<file path="src/rtl/mips_muldiv_unit.sv">
// Iterative MIPS multiply/divide unit with architectural HI/LO registers.
// Define MULDIV_SIGNED_EN to enable signed MULT/DIV (op[0]); otherwise all ops are unsigned.
module mips_muldiv_unit #(
    parameter int WIDTH = 32
) (
    input  logic             clk,
    input  logic             rst_n,
    input  logic             start,
    input  logic [1:0]       op,
    input  logic [WIDTH-1:0] srcA,
    input  logic [WIDTH-1:0] srcB,
    input  logic             flush,
    input  logic             mthi,
    input  logic             mtlo,
    output logic [WIDTH-1:0] hi,
    output logic [WIDTH-1:0] lo,
    output logic             busy,
    output logic             done
);

    localparam int CW = $clog2(WIDTH) + 1;
    localparam logic [CW-1:0] LAST = CW'(WIDTH - 1);

    typedef enum logic [1:0] {
        S_IDLE,
        S_MUL,
        S_DIV,
        S_FIX
    } state_t;

    state_t state, state_n;

    logic [2*WIDTH-1:0] acc;
    logic [WIDTH-1:0]   opb;
    logic [WIDTH-1:0]   raw_a;
    logic [CW-1:0]      cnt;
    logic               is_div;
    logic               div0;
    logic               neg_q;
    logic               neg_r;

    logic               sgn;
    logic               a_neg;
    logic               b_neg;
    logic [WIDTH-1:0]   a_mag;
    logic [WIDTH-1:0]   b_mag;
    logic               start_ok;
    logic               fix_ok;

    logic [WIDTH:0]     mul_sum;
    logic [2*WIDTH-1:0] mul_next;
    logic [WIDTH:0]     div_sh;
    logic               div_ge;
    logic [WIDTH-1:0]   div_diff;
    logic [2*WIDTH-1:0] div_next;
    logic [2*WIDTH-1:0] prod;
    logic [WIDTH-1:0]   quo;
    logic [WIDTH-1:0]   rem;
    logic [WIDTH-1:0]   fix_hi;
    logic [WIDTH-1:0]   fix_lo;

`ifdef MULDIV_SIGNED_EN
    assign sgn = op[0];
`else
    logic unused_op0;
    assign sgn        = 1'b0;
    assign unused_op0 = op[0];
`endif

    // Sign handling is done once at issue: the iterations work on magnitudes.
    assign a_neg = sgn & srcA[WIDTH-1];
    assign b_neg = sgn & srcB[WIDTH-1];
    assign a_mag = a_neg ? -srcA : srcA;
    assign b_mag = b_neg ? -srcB : srcB;

    assign busy     = (state != S_IDLE);
    assign start_ok = (state == S_IDLE) && start && !flush;
    assign fix_ok   = (state == S_FIX) && !flush;

    // Per-iteration datapath: shift-add multiply and restoring divide share acc.
    always_comb begin
        mul_sum  = {1'b0, acc[2*WIDTH-1:WIDTH]} + (acc[0] ? {1'b0, opb} : '0);
        mul_next = {mul_sum, acc[WIDTH-1:1]};
        div_sh   = {acc[2*WIDTH-1:WIDTH], acc[WIDTH-1]};
        div_ge   = (div_sh >= {1'b0, opb});
        div_diff = div_sh[WIDTH-1:0] - opb;
        div_next = div_ge ? {div_diff, acc[WIDTH-2:0], 1'b1}
                          : {div_sh[WIDTH-1:0], acc[WIDTH-2:0], 1'b0};
    end

    // Final sign correction and divide-by-zero override applied in FIX.
    always_comb begin
        prod = neg_q ? -acc : acc;
        quo  = neg_q ? -acc[WIDTH-1:0] : acc[WIDTH-1:0];
        rem  = neg_r ? -acc[2*WIDTH-1:WIDTH] : acc[2*WIDTH-1:WIDTH];
        if (!is_div) begin
            fix_hi = prod[2*WIDTH-1:WIDTH];
            fix_lo = prod[WIDTH-1:0];
        end else if (div0) begin
            fix_hi = raw_a;
            fix_lo = '1;
        end else begin
            fix_hi = rem;
            fix_lo = quo;
        end
    end

    // State register.
    always_ff @(posedge clk or negedge rst_n) begin
        if (!rst_n) state <= S_IDLE;
        else        state <= state_n;
    end

    // Next-state logic: flush aborts any in-flight state back to IDLE.
    always_comb begin
        state_n = state;
        case (state)
            S_IDLE: if (start_ok) state_n = op[1] ? S_DIV : S_MUL;
            S_MUL, S_DIV: begin
                if (flush)            state_n = S_IDLE;
                else if (cnt == LAST) state_n = S_FIX;
            end
            S_FIX:  state_n = S_IDLE;
            default: state_n = S_IDLE;
        endcase
    end

    // Operand capture, iteration, HI/LO writeback and move-to-HI/LO.
    always_ff @(posedge clk or negedge rst_n) begin
        if (!rst_n) begin
            hi     <= '0;
            lo     <= '0;
            done   <= 1'b0;
            acc    <= '0;
            opb    <= '0;
            raw_a  <= '0;
            cnt    <= '0;
            is_div <= 1'b0;
            div0   <= 1'b0;
            neg_q  <= 1'b0;
            neg_r  <= 1'b0;
        end else begin
            done <= fix_ok;
            case (state)
                S_IDLE: begin
                    if (start_ok) begin
                        acc    <= {{WIDTH{1'b0}}, op[1] ? a_mag : b_mag};
                        opb    <= op[1] ? b_mag : a_mag;
                        raw_a  <= srcA;
                        cnt    <= '0;
                        is_div <= op[1];
                        div0   <= op[1] && (srcB == '0);
                        neg_q  <= a_neg ^ b_neg;
                        neg_r  <= a_neg;
                    end else if (!start) begin
                        if (mthi) hi <= srcA;
                        if (mtlo) lo <= srcA;
                    end
                end
                S_MUL: begin
                    acc <= mul_next;
                    cnt <= cnt + 1'b1;
                end
                S_DIV: begin
                    acc <= div_next;
                    cnt <= cnt + 1'b1;
                end
                S_FIX: begin
                    if (fix_ok) begin
                        hi <= fix_hi;
                        lo <= fix_lo;
                    end
                end
                default: ;
            endcase
        end
    end

endmodule

</file>
<file path="config.mk">
export PLATFORM = sky130hd
export DESIGN_NAME = mips_muldiv_unit
export DESIGN_NICKNAME = d
export VERILOG_FILES = /design/src/rtl/mips_muldiv_unit.sv
export SDC_FILE = /design/constraint.sdc
export NUM_CORES = 1
export LEC_CHECK = 0
export CORE_ASPECT_RATIO = 1.4
export CORE_MARGIN = 3
export CORE_UTILIZATION = 35
export CTS_CLUSTER_SIZE = 30
export DETAILED_ROUTE_END_ITERATION = 16
export HOLD_SLACK_MARGIN = 0.02
export SLEW_MARGIN = 5
export SYNTH_ARGS = -nofsm -noshare
export SYNTH_HDL_FRONTEND = slang
export SYNTH_SLANG_ARGS = --single-unit
</file>
<file path="constraint.sdc">
create_clock -name clk -period 4.3 [get_ports clk]
set_input_delay 0.43 -clock clk [delete_from_list [all_inputs] [get_ports clk]]
set_output_delay 0.43 -clock clk [all_outputs]
set_load 0.02 [all_outputs]
</file>
Word level (Yosys, flattened, before mapping)
Cells that the tools add are included.
{ "word_totals": {"ramBits": 0, "mem_count": 0, "latchBits": 0, "rom_bits": 0, "regBits": 203, "inputBits": 72, "wordCells": 70} }
{ "op_classes": {"mul": 0, "bitwise": 0, "eq_ne": 11, "muxes": 27, "order_cmp": 1, "div_mod_pow": 0, "add_sub_neg": 3, "shifts": 0, "n_reduce_logical": 18} }
{ "ops": {"columns": ["op", "count"], "rows": [
  ["two-way mux 32 bit", 15],
  ["one-hot mux 64 bit (3 select lines)", 1],
  ["two-way mux 64 bit", 2],
  ["one-hot mux 32 bit (2 select lines)", 2],
  ["adder 32 x 32 -> 33 bit", 1],
  ["greater-or-equal comparator 33 x 32 -> 1 bit", 1],
  ["logical NOT 32 bit", 1],
  ["subtractor 32 bit", 1],
  ["!= test 2 bit (second input constant)", 6],
  ["one-hot mux 6 bit (2 select lines)", 1],
  ["AND reduction 5 bit", 2],
  ["two-way mux 2 bit", 4],
  ["AND reduction 2 bit", 4],
  ["adder 6 x 1 -> 6 bit (second input constant)", 1],
  ["== test 6 x 5 -> 1 bit (second input constant)", 1],
  ["two-way mux 6 bit", 1],
  ["one-hot mux 2 bit (3 select lines)", 1],
  ["nonzero test 2 bit", 3],
  ["== test 2 bit (second input constant)", 2],
  ["logical AND 1 bit", 4],
  ["!= test 3 x 1 -> 1 bit (second input constant)", 1],
  ["nonzero test 3 bit", 1],
  ["== test 2 x 1 -> 1 bit (second input constant)", 1],
  ["logical NOT 2 bit", 1],
  ["2 further kinds", 2]
]} }

Logic depth before layout (Yosys ltp)
Gate-level depths: netlist of run 1.
{ "depth": {"word_depth": 5, "mapped_depth": 14} }

Least setup slack after synthesis of run 1
No wires, ideal clock.
{ "synth_timing": {"path_kind": "reg-to-reg", "from": "reg acc[0]", "to": "reg acc[55]", "n_path_buf": 1, "path_stages_with_launch": 15, "arrival_ns": 3.078, "synth_period_minus_slack_ns": 3.202, "setup_slack_ns": 1.098, "required_time_ns": 4.176, "cell_sequence": "dfrtp_1 -> clkbuf_1 -> and2_1 -> ha_1 -> inv_1 -> fa_1 -> nor2b_1 -> o2111ai_1 -> a211oi_1 -> o311ai_2 -> a211oi_1 -> a221oi_1 -> xnor2_1 -> o21ai_0 -> a211o_1"} }
{ "synth_via": {"elab_chain_len": 3} }
{ "synth_lines": {"columns": ["element", "line_no", "text"], "rows": [
  ["from (decl)", "33", "logic [2*WIDTH-1:0] acc;"],
  ["from (signal assigned)", "147", "acc <= {{WIDTH{1'b0}}, op[1] ? a_mag : b_mag};"],
  ["from (signal assigned)", "161", "acc <= mul_next;"],
  ["from (signal assigned)", "165", "acc <= div_next;"],
  ["two-way mux 32 bit", "82", "mul_sum = {1'b0, acc[2*WIDTH-1:WIDTH]} + (acc[0] ? {1'b0, opb} : '0);"],
  ["adder 32 x 32 -> 33 bit", "82", null],
  ["one-hot mux 64 bit (3 select lines)", "144", "case (state)"]
]} }
No other way between the ends.
A chain may end at the register's enable or synchronous reset.

Worst setup path in the final report of run 1
{ "layout_timing": {"from": "reg acc[0]", "to": "reg acc[62]"} }
The elaborated chain is that of the path after synthesis.

==> results of run 1 <==
[area by class of cell]
type,count,area (um^2)
fillers,3881,22300
multi-input cells,1239,8120
flip-flops and latches,203,5080
repair buffers,161,1560
clock buffers,32,669
well taps,522,653
inverters,84,315
clock inverters,9,86.3
[cells by family (layout without fill, tap and decap cells)]
kind of cell | count (synthesis) | after routing | share of synthesized area [%]
xor+xnor | 51 | 51 | 3.21
buf+inv | 186 | 286 | 5.36
simple gates | 472 | 472 | 15.4
compound gates | 523 | 523 | 23.6
fa+ha+maj | 71 | 71 | 6.50
mux | 122 | 122 | 9.37
flops | 203 | 203 | 36.5
[through the flow]
step	setup WS (ns)	total power (W)	instances	hold slack, ns
2_1_floorplan	1.10	0.00889	1628	0.134
3_3_place_gp	0.635	0.0113	2209	0.465
3_5_place_dp	0.617	0.0114	2209	0.471
4_1_cts	0.597	0.0135	2250	0.0993
5_1_grt	0.308	0.0145	2250	0.123
6_report	0.468	0.0134	2250	0.0184
[placed cells by master, fill, tap and decap left out, types with 8 or more instances in the layout]
cell type,n
sky130_fd_sc_hd__a22oi_1,46
sky130_fd_sc_hd__dfrtp_1,203
sky130_fd_sc_hd__mux2i_1,56
sky130_fd_sc_hd__and3_1,9
sky130_fd_sc_hd__clkdlybuf4s50_1,134
sky130_fd_sc_hd__nand2b_1,9
sky130_fd_sc_hd__a211o_1,8
sky130_fd_sc_hd__buf_4,25
sky130_fd_sc_hd__and2_1,36
sky130_fd_sc_hd__xnor2_1,29
sky130_fd_sc_hd__nand4_1,17
sky130_fd_sc_hd__nand3_1,46
sky130_fd_sc_hd__a21o_1,26
sky130_fd_sc_hd__o21ai_0,211
sky130_fd_sc_hd__o22ai_1,34
sky130_fd_sc_hd__o211ai_1,41
sky130_fd_sc_hd__a31oi_1,8
sky130_fd_sc_hd__nand2_1,266
sky130_fd_sc_hd__xor2_1,22
sky130_fd_sc_hd__clkbuf_16,23
sky130_fd_sc_hd__a211oi_1,9
sky130_fd_sc_hd__inv_1,84
sky130_fd_sc_hd__a21oi_1,68
sky130_fd_sc_hd__nor3_1,15
sky130_fd_sc_hd__nor4_1,8
sky130_fd_sc_hd__nor2_1,37
sky130_fd_sc_hd__ha_1,67
sky130_fd_sc_hd__mux2_2,65
[metal layers]
layer / wire (um) / part of all wire, % / up-vias
li1: - / - / 6029
met1: 20000 / 44 / 6192
met2: 22200 / 48 / 336
met3: 2170 / 4.7 / 80
met4: 1430 / 3.1 / 0
met5: 0 / 0 / -
[worst register-to-register path: cells and delay by family, from the launching register on]
kind | cells | cell delay (ns)
compound gates | 4 | 1.20
mux | 1 | 0.19
fa+ha+maj | 1 | 0.38
flops | 1 | 0.52
simple gates | 5 | 1.25
buf+inv | 1 | 0.17
[flip-flops by register name, indices dropped and copies added, names as in the netlist]
signal  count
hi         32
lo         32
cnt         6
acc        64
is_div      1
div0        1
opb        32
raw_a      32
done        1
state       2
[worst paths after layout]
path / start / end / slack (ns) / cells after the start
worst min register to register: lo[6] / lo[6] / 0.48 / 2
worst max-delay path: acc[0] / acc[62] / 0.47 / 12
max in group asynchronous: rst_n / acc[23] / 3.17 / 2
worst max register to register: acc[0] / acc[62] / 0.47 / 12
worst min-delay path: rst_n / lo[9] / 0.02 / 1
min in group clk: lo[6] / lo[6] / 0.48 / 2
[power groups by stage]
stage                     clock (W)  combinational, W  sequential (W)
after floorplan                   0           0.00516         0.00373
after CTS                   0.00206           0.00777         0.00364
after global routing        0.00213           0.00864         0.00376
after global placement            0           0.00763         0.00364
final                       0.00202           0.00778         0.00364
after detailed placement          0           0.00774         0.00366
==> report_table.html, run 1 <==
<table>
<tr><th>Metric</th><th>Value</th></tr>
<tr><th colspan="2">Global route</th></tr>
<tr><td>Overall Global Routing Usage</td><td>21.2%</td></tr>
<tr><td>Number of antenna violations at the first check in global routing</td><td>0</td></tr>
<tr><td>Largest net degree at the start of global routing</td><td>119</td></tr>
<tr><td>Number of global-route vias before repair</td><td>12,662</td></tr>
<tr><td>Busiest grt layer</td><td>met2</td></tr>
<tr><td>GRT met2 Usage</td><td>35.8%</td></tr>
<tr><td>Fraction of met1 tracks used by global routing</td><td>28.2%</td></tr>
<tr><td>Met3 track utilization from global routing</td><td>2.32%</td></tr>
<tr><td>Remaining global-route overflow</td><td>0</td></tr>
<tr><td>First-pass GRT wire length</td><td>72.5 mm</td></tr>
<tr><th colspan="2">Synthesis</th></tr>
<tr><td>Per-instance average area after synthesis</td><td>8.54 um^2</td></tr>
<tr><td>Post-Synthesis Cell Area</td><td>between 10,000 and 15,000 um^2</td></tr>
<tr><td>Synth Flop Type</td><td>sky130_fd_sc_hd__dfrtp_1</td></tr>
<tr><td>Number of synthesized register bits</td><td>203</td></tr>
<tr><td>Number of flops mapped to enable cells by yosys</td><td>0</td></tr>
<tr><td>Fraction of registers with async set/reset</td><td>100%</td></tr>
<tr><td>Synth top area share</td><td>36.5%</td></tr>
<tr><td>Top cells by count, synth</td><td>sky130_fd_sc_hd__nand2_1 (267), sky130_fd_sc_hd__o21ai_0 (211), sky130_fd_sc_hd__dfrtp_1 (203)</td></tr>
<tr><td>Yosys warning count</td><td>0</td></tr>
<tr><td>Area contributors post-synth</td><td>sky130_fd_sc_hd__dfrtp_1 (37%), sky130_fd_sc_hd__o21ai_0 (7.6%), sky130_fd_sc_hd__nand2_1 (7.2%), sky130_fd_sc_hd__ha_1 (6.2%), sky130_fd_sc_hd__mux2_2 (5.3%)</td></tr>
<tr><td>Cell type with the largest total area after synthesis</td><td>sky130_fd_sc_hd__dfrtp_1</td></tr>
<tr><td>Cells after Synth</td><td>1,628</td></tr>
<tr><td>Unique cell type count in the Yosys netlist</td><td>71</td></tr>
<tr><td>Sequential element share of the synthesized area</td><td>36.5%</td></tr>
<tr><td>Post-Syn Nets</td><td>approximately 1,800</td></tr>
<tr><td>Most common cell in the netlist</td><td>sky130_fd_sc_hd__nand2_1</td></tr>
<tr><th colspan="2">Pwr</th></tr>
<tr><td>Part of the power in registers</td><td>27.1%</td></tr>
<tr><td>Clock network fraction of total power</td><td>15.0%</td></tr>
<tr><td>Logic gate share of total power</td><td>57.9%</td></tr>
<tr><td>Net Switching</td><td>0.00640 W</td></tr>
<tr><td>Leakage power total</td><td>7.24 nW</td></tr>
<tr><td>Switching power share of the total</td><td>a little under half</td></tr>
<tr><td>IR Drop Worst-Case VDD</td><td>0.682 mV</td></tr>
<tr><td>PD cells</td><td>between 800 and 900 nW/um^2</td></tr>
<tr><td>Internal cell power</td><td>0.00705 W</td></tr>
<tr><th colspan="2">Floorplanning</th></tr>
<tr><td>I/O pin count</td><td>138</td></tr>
<tr><td>Die ar.</td><td>42,200 um^2</td></tr>
<tr><td>Standard-cell row count</td><td>85</td></tr>
<tr><td>Core area</td><td>38,800 um^2</td></tr>
<tr><td>Initial Util</td><td>35.8%</td></tr>
<tr><td>Width of the die</td><td>approximately 170 um</td></tr>
<tr><td>Height of the die</td><td>242 um</td></tr>
<tr><th colspan="2">Setup path</th></tr>
<tr><td>Biggest fanout along the worst timing path</td><td>11</td></tr>
<tr><td>Worst Path Buf+Inv</td><td>1</td></tr>
<tr><td>Critical path required time</td><td>4.70 ns</td></tr>
<tr><td>Slowest cell on the critical path</td><td>sky130_fd_sc_hd__o21ai_0</td></tr>
<tr><td>Launching element type of the critical path</td><td>register</td></tr>
<tr><td>Data arrival time at the worst-slack endpoint</td><td>4.23 ns</td></tr>
<tr><td>Cell type group with the largest total delay on the critical path</td><td>simple AND/OR/NAND/NOR gates</td></tr>
<tr><td>Crit path largest cell delay</td><td>between 0.5 and 0.6 ns</td></tr>
<tr><td>Crit Path Class</td><td>reg2reg</td></tr>
<tr><td>Top cell by count, worst path</td><td>sky130_fd_sc_hd__o21ai_0</td></tr>
<tr><td>Crit-path cells</td><td>and2_1 &gt; ha_1 &gt; and3_1 &gt; and3_1 &gt; nand3_1 &gt; o21ai_0 &gt; o21ai_0 &gt; a221oi_1 &gt; buf_4 &gt; mux2i_1 &gt; o21ai_0 &gt; or4_1</td></tr>
<tr><td>Setup crit end kind</td><td>register</td></tr>
<tr><th colspan="2">Timing</th></tr>
<tr><td>Finish-stage setup viols</td><td>0</td></tr>
<tr><td>Portion of the clock cycle consumed by the worst path in the final layout</td><td>89.1%</td></tr>
<tr><td>Time the worst path needs with I/O delays and setup</td><td>3.83 ns</td></tr>
<tr><td>Count of final hold-check violations</td><td>0</td></tr>
<tr><td>Setup Skew</td><td>0.0106 ns</td></tr>
<tr><td>Setup TNS</td><td>0 ns</td></tr>
<tr><td>Timing-limited maximum frequency</td><td>0.261 GHz</td></tr>
<tr><td>Fin. max-slew vios</td><td>0</td></tr>
<tr><td>Max-slew headroom at the worst pin</td><td>between 20% and 30%</td></tr>
<tr><td>Unrepaired setup endpoints after global routing</td><td>false</td></tr>
<tr><td>Slew at the pin closest to its max-slew limit</td><td>1.09 ns</td></tr>
<tr><th colspan="2">Placement</th></tr>
<tr><td>Port Buffers</td><td>136</td></tr>
<tr><td>Global placer's final weighted congestion</td><td>0.894</td></tr>
<tr><td>Standard cell area after detailed placement</td><td>15,700 um^2</td></tr>
<tr><td>Detailed Place HPWL</td><td>approximately 33 mm</td></tr>
<tr><th colspan="2">Detailed routing</th></tr>
<tr><td>Detailed Routing Iterations Pass 1</td><td>5</td></tr>
<tr><td>Number of vias after detailed routing</td><td>approximately 13,000</td></tr>
<tr><td>Remaining design rule violation count</td><td>0</td></tr>
<tr><td>Via/cell ratio</td><td>5.62</td></tr>
<tr><td>WL per Instance</td><td>20.3 um</td></tr>
<tr><td>WL final</td><td>45.8 mm</td></tr>
<tr><td>Routed Antenna Nets</td><td>0</td></tr>
<tr><td>Detailed router's first-iteration violation count</td><td>751</td></tr>
<tr><th colspan="2">Hold path</th></tr>
<tr><td>HP Class</td><td>in2async</td></tr>
<tr><th colspan="2">Layout</th></tr>
<tr><td>Fraction of final layout cells with drive strength greater than 1</td><td>9.09%</td></tr>
<tr><td>Fin area</td><td>roughly 16,000 um^2</td></tr>
<tr><td>Layout Area Growth over Synthesis</td><td>18.5%</td></tr>
<tr><td>Number of diodes</td><td>0</td></tr>
<tr><td>Total Nets Final</td><td>1,855</td></tr>
<tr><td>Final standard cell utilization of the core</td><td>42.5%</td></tr>
<tr><th colspan="2">Clocking</th></tr>
<tr><td>Hold buffer count at cts</td><td>0</td></tr>
<tr><td>CTS tree</td><td>built</td></tr>
<tr><td>Number of resized instances in the post-cts repair step</td><td>0</td></tr>
<tr><td>Post-CTS clock slew at the launch and capture registers of the worst setup and hold paths</td><td>about 0.070 ns</td></tr>
<tr><td>Clock latency at the later pin of the worst-skew pair</td><td>~0.53 ns</td></tr>
<tr><td>Root Buffer Master</td><td>sky130_fd_sc_hd__clkbuf_16</td></tr>
<tr><td>Post-CTS Setup Inserts</td><td>0</td></tr>
<tr><td>TritonCTS sink count</td><td>203</td></tr>
<tr><td>Clock buffer depth</td><td>3</td></tr>
<tr><td>H-tree level count</td><td>1</td></tr>
<tr><td>Number of buffers inserted during clock tree synthesis</td><td>23</td></tr>
<tr><th colspan="2">Status</th></tr>
<tr><td>Run status</td><td>completed</td></tr>
<tr><th colspan="2">Run</th></tr>
<tr><td>Count of maximum capacitance violations</td><td>0</td></tr>
</table>
Note: power is estimated with default switching activity, not from simulation.
==> run 2: changes to the inputs <==
Settings changed: CTS_CLUSTER_SIZE 30 to 20.
Clock period 4.3 ns to 4 ns, I/O delays scaled along.
==> report_table.html, run 2 (synthesis gave the netlist of run 1 again) <==
<table>
<tr><th>Metric</th><th>Value</th></tr>
<tr><th colspan="2">Pwr</th></tr>
<tr><td>PD cells</td><td>872 nW/um^2</td></tr>
<tr><td>Power consumption</td><td>~0.014 W</td></tr>
<tr><td>Switching power share of the total</td><td>47.4%</td></tr>
<tr><td>Part of the power in registers</td><td>27.1%</td></tr>
<tr><td>IR Drop Worst-Case VDD</td><td>0.747 mV</td></tr>
<tr><td>Clock network fraction of total power</td><td>14.3%</td></tr>
<tr><td>Net Switching</td><td>roughly 0.007 W</td></tr>
<tr><td>Logic gate share of total power</td><td>58.6%</td></tr>
<tr><td>Leakage power total</td><td>a little over 7 nW</td></tr>
<tr><td>Internal cell power</td><td>0.00753 W</td></tr>
<tr><th colspan="2">Timing</th></tr>
<tr><td>Setup Skew</td><td>just over 0.008 ns</td></tr>
<tr><td>Unrepaired setup endpoints after global routing</td><td>false</td></tr>
<tr><td>Count of final hold-check violations</td><td>0</td></tr>
<tr><td>Final Worst Setup Slack</td><td>around 0.26 ns</td></tr>
<tr><td>Timing-limited maximum frequency</td><td>0.268 GHz</td></tr>
<tr><td>Portion of the clock cycle consumed by the worst path in the final layout</td><td>93.4%</td></tr>
<tr><td>Finish-stage setup viols</td><td>0</td></tr>
<tr><td>Fin. max-slew vios</td><td>0</td></tr>
<tr><td>Setup TNS</td><td>0 ns</td></tr>
<tr><td>Time the worst path needs with I/O delays and setup</td><td>3.74 ns</td></tr>
<tr><td>Slew at the pin closest to its max-slew limit</td><td>1.07 ns</td></tr>
<tr><td>Max-slew headroom at the worst pin</td><td>28.7%</td></tr>
<tr><th colspan="2">Clocking</th></tr>
<tr><td>Clock buffer depth</td><td>3</td></tr>
<tr><td>TritonCTS sink count</td><td>about 200</td></tr>
<tr><td>H-tree level count</td><td>1</td></tr>
<tr><td>Post-CTS clock slew at the launch and capture registers of the worst setup and hold paths</td><td>0.06 ns</td></tr>
<tr><td>Number of buffers inserted during clock tree synthesis</td><td>23</td></tr>
<tr><td>Clock latency at the later pin of the worst-skew pair</td><td>about 0.52 ns</td></tr>
<tr><td>Post-CTS Setup Inserts</td><td>0</td></tr>
<tr><td>Hold buffer count at cts</td><td>0</td></tr>
<tr><td>Root Buffer Master</td><td>sky130_fd_sc_hd__clkbuf_16</td></tr>
<tr><td>Number of resized instances in the post-cts repair step</td><td>0</td></tr>
<tr><td>CTS tree</td><td>built</td></tr>
<tr><th colspan="2">Layout</th></tr>
<tr><td>Register with the most flip-flops</td><td>acc</td></tr>
<tr><td>Most frequent cells in the layout</td><td>sky130_fd_sc_hd__nand2_1 (266), sky130_fd_sc_hd__o21ai_0 (211), sky130_fd_sc_hd__dfrtp_1 (203), sky130_fd_sc_hd__clkdlybuf4s50_1 (134), sky130_fd_sc_hd__inv_1 (84)</td></tr>
<tr><td>Most common cell after layout, fill and taps aside</td><td>sky130_fd_sc_hd__nand2_1</td></tr>
<tr><td>Final standard cell utilization of the core</td><td>42.3%</td></tr>
<tr><td>Total Nets Final</td><td>1,855</td></tr>
<tr><td>Fin area</td><td>16,400 um^2</td></tr>
<tr><td>Fraction of final layout cells with drive strength greater than 1</td><td>between 8 and 9%</td></tr>
<tr><td>Largest register FFs</td><td>64</td></tr>
<tr><td>Layout filler cell count</td><td>3,817</td></tr>
<tr><td>Layout Area Growth over Synthesis</td><td>18.2%</td></tr>
<tr><th colspan="2">Placement</th></tr>
<tr><td>Standard cell area after detailed placement</td><td>15,800 um^2</td></tr>
<tr><td>Placement-stage worst setup slack</td><td>0.323 ns</td></tr>
<tr><td>Detailed Place HPWL</td><td>32.7 mm</td></tr>
<tr><td>Global placer's final weighted congestion</td><td>0.899</td></tr>
<tr><td>Port Buffers</td><td>136</td></tr>
<tr><th colspan="2">Setup path</th></tr>
<tr><td>Worst flop-to-flop path startpoint</td><td>acc[35]</td></tr>
<tr><td>Worst reg-to-reg setup slack</td><td>0.26 ns</td></tr>
<tr><td>Number of cells on the worst reg-to-reg path</td><td>10</td></tr>
<tr><td>Slowest cell on the critical path</td><td>sky130_fd_sc_hd__o21ai_2</td></tr>
<tr><td>Data arrival time at the worst-slack endpoint</td><td>4.13 ns</td></tr>
<tr><td>Launching element type of the critical path</td><td>register</td></tr>
<tr><td>Count of cell instances traversed by the critical path</td><td>10</td></tr>
<tr><td>Critical path required time</td><td>4.39 ns</td></tr>
<tr><td>Biggest fanout along the worst timing path</td><td>12</td></tr>
<tr><td>Start point of the critical path</td><td>acc[35]</td></tr>
<tr><td>Cell type group with the largest total delay on the critical path</td><td>compound AO/OA/AOI/OAI gates</td></tr>
<tr><td>Crit Path Class</td><td>reg2reg</td></tr>
<tr><td>Setup crit end kind</td><td>register</td></tr>
<tr><td>Crit path largest cell delay</td><td>0.65 ns</td></tr>
<tr><td>Worst Path Buf+Inv</td><td>0</td></tr>
<tr><td>Crit-path cells</td><td>ha_1 &gt; a21o_1 &gt; a31oi_1 &gt; a21oi_1 &gt; o21ai_2 &gt; a21oi_1 &gt; o2111a_1 &gt; o21ai_2 &gt; nor3_1 &gt; or4_1</td></tr>
<tr><th colspan="2">Global route</th></tr>
<tr><td>Largest net degree at the start of global routing</td><td>107</td></tr>
<tr><td>Overall Global Routing Usage</td><td>20.9%</td></tr>
<tr><td>First-pass GRT wire length</td><td>71.6 mm</td></tr>
<tr><td>Remaining global-route overflow</td><td>0</td></tr>
<tr><td>Number of global-route vias before repair</td><td>around 13,000</td></tr>
<tr><td>Number of antenna violations at the first check in global routing</td><td>1</td></tr>
<tr><th colspan="2">Hold path</th></tr>
<tr><td>HP Class</td><td>in2async</td></tr>
<tr><th colspan="2">Floorplanning</th></tr>
<tr><td>Die ar.</td><td>between 40,000 and 50,000 um^2</td></tr>
<tr><td>I/O pin count</td><td>138</td></tr>
<tr><td>Initial Util</td><td>35.8%</td></tr>
<tr><td>Height of the die</td><td>242 um</td></tr>
<tr><td>Width of the die</td><td>roughly 170 um</td></tr>
<tr><td>Core area</td><td>roughly 39,000 um^2</td></tr>
<tr><td>Standard-cell row count</td><td>85</td></tr>
<tr><th colspan="2">Detailed routing</th></tr>
<tr><td>Via/cell ratio</td><td>5.56</td></tr>
<tr><td>Detailed router's first-iteration violation count</td><td>868</td></tr>
<tr><td>Remaining design rule violation count</td><td>0</td></tr>
<tr><td>Number of vias after detailed routing</td><td>around 12,000</td></tr>
<tr><td>WL per Instance</td><td>20.1 um</td></tr>
<tr><td>Routed Antenna Nets</td><td>0</td></tr>
<tr><td>WL final</td><td>45.1 mm</td></tr>
<tr><td>Detailed Routing Iterations Pass 1</td><td>5</td></tr>
<tr><th colspan="2">Run</th></tr>
<tr><td>Count of maximum capacitance violations</td><td>0</td></tr>
<tr><th colspan="2">Status</th></tr>
<tr><td>Run status</td><td>completed</td></tr>
</table>
==> run 2: cell count changes in the layout (fill, tap and decap cells not counted), sizes merged <==
cell | previous run | this run
clkinv | 5 | 2
clkinvlp | 2 | 0
clkbuf | 33 | 32
diode | 0 | 1
inv | 85 | 84
==> run 2: layout make-up <==
| cell class | count | area (um^2) | share of cell area, % |
|---|---|---|---|
| Sequential cell | 203 | 5080 | 30.9 |
| Antenna cell | 1 | 2.50 | 0.0152 |
| Clock buffer | 31 | 636 | 3.87 |
| Tap cell | 522 | 653 | 3.97 |
| Inverter | 84 | 315 | 1.92 |
| Multi-Input combinational cell | 1239 | 8120 | 49.4 |
| Timing Repair Buffer | 161 | 1590 | 9.66 |
| Clock inverter | 3 | 47.5 | 0.289 |
==> run 2: per-layer routing <==
| metal | routed length (um) | vias up | global-route usage [%] |
|---|---|---|---|
| li1 | - | 6027 | - |
| met1 | 19800 | 6029 | 27.5 |
| met2 | 21400 | 347 | 34.8 |
| met3 | 1950 | 83 | 2.31 |
| met4 | 1930 | 0 | 8.59 |
| met5 | 0 | - | 0 |
==> run 2: worst reg2reg max path, delay by kind of cell, from the launching register on <==
kind / cells / cell delay (ns)
adders and majority gates: 1 / 0.41
and+or+nand+nor: 2 / 0.67
DFF: 1 / 0.43
AOI/OAI and AO/OA: 7 / 2.10
==> run 2: final timing paths <==
check,end
max,acc[62]
min,lo[4]
max reg2reg,acc[62]
min reg2reg,lo[9]
max in group asynchronous,hi[22]
min in group clk,opb[5]
==> run 2: metrics by stage <==
stage | hold WS (ns) | std cells
floorplan | 0.104 | 1628
global placement | 0.469 | 2209
detailed placement | 0.475 | 2209
CTS | 0.0363 | 2243
global route | 0.0634 | 2244
finish | 0.00230 | 2244
==> run 2: power groups by stage <==
stage          Clock, W  Combinational [W]  Sequential, W
6_report        0.00205            0.00840        0.00389
5_1_grt         0.00218            0.00935        0.00402
4_1_cts         0.00210            0.00841        0.00389
3_5_place_dp          0            0.00836        0.00391
3_3_place_gp          0            0.00827        0.00389
2_1_floorplan         0            0.00555        0.00401
